### src/rtl/traffic_sensor.sv
// Two-street vehicle queue model: counts waiting cars per street and releases
// one car every DEP_CYC green cycles, producing the traffic-sensor flags.
module traffic_sensor_chan #(
  parameter int QW      = 4,
  parameter int DEP_CYC = 4
) (
  input  logic          c_clk,
  input  logic          c_rstn,
  input  logic          c_arr,
  input  logic [1:0]    c_L,
  output logic [QW-1:0] c_q,
  output logic          c_ovf
);
  localparam int TW = (DEP_CYC > 1) ? $clog2(DEP_CYC) : 1;
  localparam logic [TW-1:0] T_LAST = TW'(DEP_CYC - 1);
  localparam logic [QW-1:0] QMAX   = {QW{1'b1}};

  logic [TW-1:0] t_p0;
  logic          green;
  logic          wrap;
  logic          dep;

  assign green = (c_L == 2'b00);
  assign wrap  = green && (t_p0 == T_LAST);
  assign dep   = wrap && (c_q != '0);

  // Departure timer: free-runs while green so a late arrival leaves on the next wrap
  always_ff @(posedge c_clk or negedge c_rstn) begin
    if (!c_rstn) begin
      t_p0 <= '0;
    end else if (!green || wrap) begin
      t_p0 <= '0;
    end else begin
      t_p0 <= t_p0 + 1'b1;
    end
  end

  // Queue state; a simultaneous arrival and departure cancel, even at full
  always_ff @(posedge c_clk or negedge c_rstn) begin
    if (!c_rstn) begin
      c_q   <= '0;
      c_ovf <= 1'b0;
    end else if (c_arr && !dep) begin
      if (c_q != QMAX) begin
        c_q <= c_q + 1'b1;
      end else begin
        c_ovf <= 1'b1;
      end
    end else if (dep && !c_arr) begin
      c_q <= c_q - 1'b1;
    end
  end
endmodule

module traffic_sensor #(
  parameter int QW      = 4,
  parameter int DEP_CYC = 4
) (
  input  logic          c_clk,
  input  logic          c_rstn,
  input  logic          c_arrA,
  input  logic          c_arrB,
  input  logic [1:0]    c_LA,
  input  logic [1:0]    c_LB,
  output logic          c_TA,
  output logic          c_TB,
  output logic [QW-1:0] c_qA,
  output logic [QW-1:0] c_qB,
  output logic          c_ovfA,
  output logic          c_ovfB
);
  traffic_sensor_chan #(.QW(QW), .DEP_CYC(DEP_CYC)) u_chan_a (
    .c_clk  (c_clk),
    .c_rstn (c_rstn),
    .c_arr  (c_arrA),
    .c_L    (c_LA),
    .c_q    (c_qA),
    .c_ovf  (c_ovfA)
  );

  traffic_sensor_chan #(.QW(QW), .DEP_CYC(DEP_CYC)) u_chan_b (
    .c_clk  (c_clk),
    .c_rstn (c_rstn),
    .c_arr  (c_arrB),
    .c_L    (c_LB),
    .c_q    (c_qB),
    .c_ovf  (c_ovfB)
  );

  // Occupancy is a pure decode of the registered counts
  assign c_TA = (c_qA != '0);
  assign c_TB = (c_qB != '0);
endmodule

### config.mk
export PLATFORM = sky130hd
export DESIGN_NAME = traffic_sensor
export DESIGN_NICKNAME = d
export VERILOG_FILES = /design/src/rtl/traffic_sensor.sv
export SDC_FILE = /design/constraint.sdc
export NUM_CORES = 1
export LEC_CHECK = 0
export BUFFER_PORTS_ARGS = -buffer_cell sky130_fd_sc_hd__buf_2
export CORE_AREA = 2 2 62 49
export DETAILED_ROUTE_END_ITERATION = 10
export DIE_AREA = 0 0 64 51
export GPL_TIMING_DRIVEN = 0
export PLACE_DENSITY_LB_ADDON = 0.1
export REMOVE_ABC_BUFFERS = 1
export SKIP_CTS_REPAIR_TIMING = 1
export SYNTH_ARGS = -nofsm -noshare
export SYNTH_HDL_FRONTEND = slang
export SYNTH_SLANG_ARGS = --single-unit
### constraint.sdc
create_clock -name c_clk -period 3.54 [get_ports c_clk]
set_input_delay 0.531 -clock c_clk [delete_from_list [all_inputs] [get_ports c_clk]]
set_output_delay 0.531 -clock c_clk [all_outputs]
set_load 0.03 [all_outputs]
======== Word level (Yosys, flattened, before mapping) ========
Cells that the tools add are included.
cells by class
  divide/modulo/power cells ............... 0
  muxes and demuxes ....................... 8
  multipliers ............................. 0
  reduce and logical (&&, ||, !) cells .... 26
  add/subtract/negate cells ............... 6
  bitwise logic cells ..................... 2
  $lt $le $gt $ge ......................... 0
  shift-type cells ........................ 0
  eq/ne operators ......................... 6
operators with widths
  cell                                                                count
  4-bit 2-to-1 mux                                                    6
  4-bit by 1-bit adder with 4-bit output, second input constant       2
  1-bit logical AND                                                   8
  4-bit inequality test, second input constant                        2
  2-bit AND reduction                                                 4
  4-bit nonzero test                                                  2
  4-bit by 1-bit subtractor with 4-bit output, second input constant  2
  1-bit zero test                                                     6
  2-bit by 1-bit adder with 2-bit output, second input constant       2
  2-bit == test, second input constant                                2
  2-bit zero test                                                     2
  2-bit 2-to-1 mux                                                    2
  2-bit inequality test, second input constant                        2
  2-bit nonzero test                                                  2
  1-bit logical OR                                                    2
  1-bit NOT                                                           2
word-level totals
  register bits ........................... 14
  RAM bits ................................ 0
  input port bits ......................... 8
  memory bits (read-only) ................. 0
  logic and storage cells ................. 54
  memories kept ........................... 0
  latch bits .............................. 0

======== Logic depth before layout (Yosys ltp) ========
  word-level depth ........................ 7
  gate-level depth with buffers ........... 10
  mapped depth without buffers ............ 10

======== Modules after synthesis ========
Synthesis repeated with hierarchy kept, for this count alone.
unflattened totals
  cells, all modules ...................... 71
  area total of the unflattened synthesis .. 839.6 um2
modules (own cells, without submodules)
  module                          cells an instance  area each (um2)  times used
  traffic_sensor_chan (u_chan_a)  35                 429.2            1
  traffic_sensor_chan (u_chan_b)  34                 395.4            1
  traffic_sensor                  2                  15.0             1

======== Worst setup path after synthesis ========
No wires, ideal clock.
  kind .................................... flip-flop to flip-flop
  from .................................... register u_chan_a.c_q[0]
  to ...................................... register u_chan_a.c_q[3]
  arrival ................................. 2583 ps
  stages on the path, launching flop included .. 11
  slack ................................... 831 ps
  library setup time ...................... 126 ps
  buffers on the path ..................... 0
  clock period less this slack ............ 2709 ps
  cells stage by stage .................... dfrtp_1 nor4_2 inv_1 nand2b_4 and2_4 inv_1 ha_1 a21o_1 a21oi_1 nor2_1 a221o_1
between the ends
  cells in the longest elaborated chain, start to end .. 6
  elaborated cells on any way between the ends .. 14
ends and longest elaborated chain
  what                                                                   line  text
  start: declaration                                                     11    output logic [QW-1:0] c_q,
  start signal: assignment                                               45    c_q <= c_q + 1'b1;
  start signal: assignment                                               50    c_q <= c_q - 1'b1;
  4-bit nonzero test (*)                                                 --
  named net c_TA                                                         65    output logic c_TA,
  1-bit logical AND (*)                                                  25    assign dep = wrap && (c_q != '0);
  1-bit zero test                                                        43    end else if (c_arr && !dep) begin
  1-bit logical AND                                                      43
  2-bit inequality test (no line) or 2-bit nonzero test (tied branches)  --
  2-bit AND reduction (no line)                                          --
Mark *: on every way through the listed nets, which the timed path passes. The rest lies on a longest branch. The select of a mux whose other input is x is not followed.
A chain may end at the register's enable or synchronous reset.

======== Worst setup path in the final report ========
  from .................................... register u_chan_a.t_p0[0]
  to ...................................... register u_chan_a.c_q[3]
between the ends
  cells in the longest elaborated chain, start to end .. 7
  elaborated cells on any way between the ends .. 10
ends and longest elaborated chain
  what                                                                   line  text
  start: declaration                                                     18    logic [TW-1:0] t_p0;
  start signal: assignment                                               34    t_p0 <= t_p0 + 1'b1;
  2-bit == test (*)                                                      24    assign wrap = green && (t_p0 == T_LAST);
  1-bit logical AND (*)                                                  24
  1-bit logical AND (*)                                                  25
  1-bit zero test                                                        43
  1-bit logical AND                                                      43
  2-bit inequality test (no line) or 2-bit nonzero test (tied branches)  --
  2-bit AND reduction (no line)                                          --
Every way passes the cells marked *; elsewhere a longest branch is shown, timed or not.

==> flow_summary.yaml <==
grt:
  grt_pass1_vias: 653
  antenna_found_initial: 0
  grt_max_degree: 15
  grt_first_pass_wirelength_um: 3040
  grt_use_total_pct: 12.2
  grt-ovfl-total: 0
logic_synthesis:
  synth-edff-count: 0
  synth_commonest_cells: "dfrtp_1, inv_1, ha_1, mux2i_1, a21oi_1"
  ys_types: 42
  ys_warn_count: 0
  ys_async_sr_fraction_pct: 100
  ys_ff_latch: 14
  synth.most_common_cell: "dfrtp_1"
  avgSynthCellArea_sq_um: 10.5
  synth_top_area_share_pct: 37.0
  synthCells: 90
  synth_area_leaders: "dfrtp_1, ha_1, mux2i_1"
  seq_area_frac_synth_pct: 37.0
  syn-cell-area_sq_um: 947
  synth_ff_type: "dfrtp_1"
  yosysTopAreaCell: "dfrtp_1"
timing:
  hold_viol: 0
  timing.fmax_ghz: 0.372
  tightest_slew_ps: 388
  rsz0062_at_grt: "no"
  tns_ps: 0
  fin_ws_ps: 854
  min_period_over_period_pct: 75.9
  finalMaxSlewViolations: 0
  slew-limit-headroom_pct: 74.0
  finalWorstPathRequiredPeriod_ps: 2690
  clock-skew-final_ps: 5.90
  finalSetupViolCount: 0
die:
  coreArea_sq_um: 2740
  dieArea_sq_um: 3260
  start_util_pct: 34.5
  io_pins: 20
  dieHeight_um: 51
  row_count: 17
  die_w_um: 64
worst_hold_path:
  min-delay-path-class: "primary input to asynchronous set/reset pin"
clock_network:
  numCtsBuffers: 3
  ctsRootBufferMaster: "clkbuf_4"
  cts_tree: "built"
  clkLatencyLatePin_ps: 270
  cts_sinks: 14
  cts_max_path_buffers: 2
  h-tree-depth: 1
  path_clk_slew_ps: 90
route:
  dr.pass1.iters: 4
  routed_wl_um: 1830
  wl_per_cell_um: 12.4
  vias: 733
  drt_iter0_markers: 14
  drtAntennaViolNets: 0
  viasPerCell: 4.95
  drc: 0
setup_path:
  crit_fanout: 6
  cp.arrival_ps: 2840
  rr_worst_depth: 10
  cp.required_ps: 3700
  reg2reg_to: "u_chan_a.c_q[3]$_DFFE_PN0P_"
  worst_setup_path_end_kind: "flip-flop"
  regToRegStartpoint: "u_chan_a.t_p0[0]$_DFF_PN0_"
  reg2reg_slack_ps: 850
  critPathKind: "flip-flop to flip-flop"
  cp-start-kind: "flip-flop"
power_and_ir_drop:
  p_leak_nw: 0.506
  ir_drop_v: 0.000317
  p_int_w: 0.000446
  power_switching_share_pct: 47.6
  power.share.combinational_pct: 50.4
  seqPwrFrac_pct: 36.4
  p_sw_w: 0.000405
  clkPwrFrac_pct: 13.2
  power_density_nw_per_um2: 765
job:
  drv_cap: 0
cells_and_area:
  syn2layout_area_growth_pct: 17.6
  drive_above_1_share_pct: 29.1
  diodes: 0
  nets: 127
place:
  io_buffers: 19
  place_congestion: 0.796
  place_ws_ps: 762
  dp_hpwl_um: 1450
outcome:
  run_status: "completed"
==> sequential cells by signal (all words and copies together) (netlist names) <==
register,cells
u_chan_b.c_q,4
u_chan_b.t_p0,2
u_chan_a.t_p0,2
u_chan_a.c_q,4
u_chan_b.c_ovf,1
u_chan_a.c_ovf,1
==> worst max path at each step <==
stage / start / to
after floorplan: u_chan_a.c_q[0]$_DFFE_PN0P_ / u_chan_a.c_q[3]$_DFFE_PN0P_
after global placement: c_LA[1] / u_chan_a.c_q[3]$_DFFE_PN0P_
after detailed placement: c_LA[1] / u_chan_a.c_q[3]$_DFFE_PN0P_
after CTS: u_chan_a.t_p0[0]$_DFF_PN0_ / u_chan_a.c_q[3]$_DFFE_PN0P_
after global routing: u_chan_a.c_q[0]$_DFFE_PN0P_ / u_chan_a.c_q[3]$_DFFE_PN0P_
final: u_chan_a.t_p0[0]$_DFF_PN0_ / u_chan_a.c_q[3]$_DFFE_PN0P_
==> stage by stage <==
| step | util, % | power, W | cell area, sq um | hold WS, ps | cells |
|---|---|---|---|---|---|
| after floorplan | - | 0.000622 | 935 | 235 | 87 |
| after detailed placement | 39.3 | 0.000747 | 1080 | 435 | 144 |
| final | 40.6 | 0.000851 | 1110 | 140 | 148 |
| after CTS | 40.6 | 0.000866 | 1110 | 141 | 148 |
| after global placement | 39.3 | 0.000739 | 1080 | 429 | 144 |
| after global routing | 40.6 | 0.000921 | 1110 | 145 | 148 |
==> cell usage in the layout (no fill, tap or decap), drive strengths merged, types with 4 or more instances in the layout <==
| master | synthesis | final |
|---|---|---|
| nor2 | 5 | 5 |
| buf | 0 | 19 |
| mux2i | 6 | 6 |
| dfrtp | 14 | 14 |
| ha | 6 | 6 |
| o21ai | 5 | 5 |
| clkbuf | 3 | 4 |
| nor4 | 5 | 5 |
| a21oi | 5 | 5 |
| inv | 7 | 7 |
==> cell families (layout without fill, tap and decap cells) <==
logic type	after synthesis	in the layout	synth area share [%]
AOI/OAI and AO/OA	22	22	15.9
xor gates and xnor gates	3	3	2.77
adders and majority gates	8	8	12.2
buffers and inverters	10	30	4.10
DFF	14	14	37.0
muxes	7	7	7.53
and+or+nand+nor	26	26	20.6
==> critical path: stages (launching register included) <==
cell and delay, ps:
dfrtp_1 360, ha_1 200, or3b_4 420, nand2b_4 190
and2_4 170, inv_1 120, ha_1 250, a21o_1 170
a21oi_1 280, mux2i_1 120, a221o_1 290
==> metal layers <==
metal / GRT usage (%) / vias up / share of wire (%)
met2: 16.0 / 11 / 40
met4: 3.26 / 0 / 0.71
met1: 18.2 / 343 / 56
met5: 0 / - / 0
met3: 4.63 / 2 / 3.5
li1: - / 377 / -
==> power groups by stage <==
stage	clock network [W]	registers [W]	logic (W)
4_1_cts	0.000121	0.000313	0.000433
3_3_place_gp	0	0.000311	0.000428
6_report	0.000112	0.000310	0.000429
3_5_place_dp	0	0.000316	0.000431
5_1_grt	0.000131	0.000322	0.000468
2_1_floorplan	0	0.000406	0.000215
==> layout make-up <==
cell class                 count  area [sq um]
multi-input combinational     66           558
clock buffer                   4          36.3
sequential                    14           350
fill                         277          1630
timing repair buffer          19          95.1
tap                           38          47.5
inverter                       7          26.3
No activity file was read; power rests on OpenSTA's default activity.
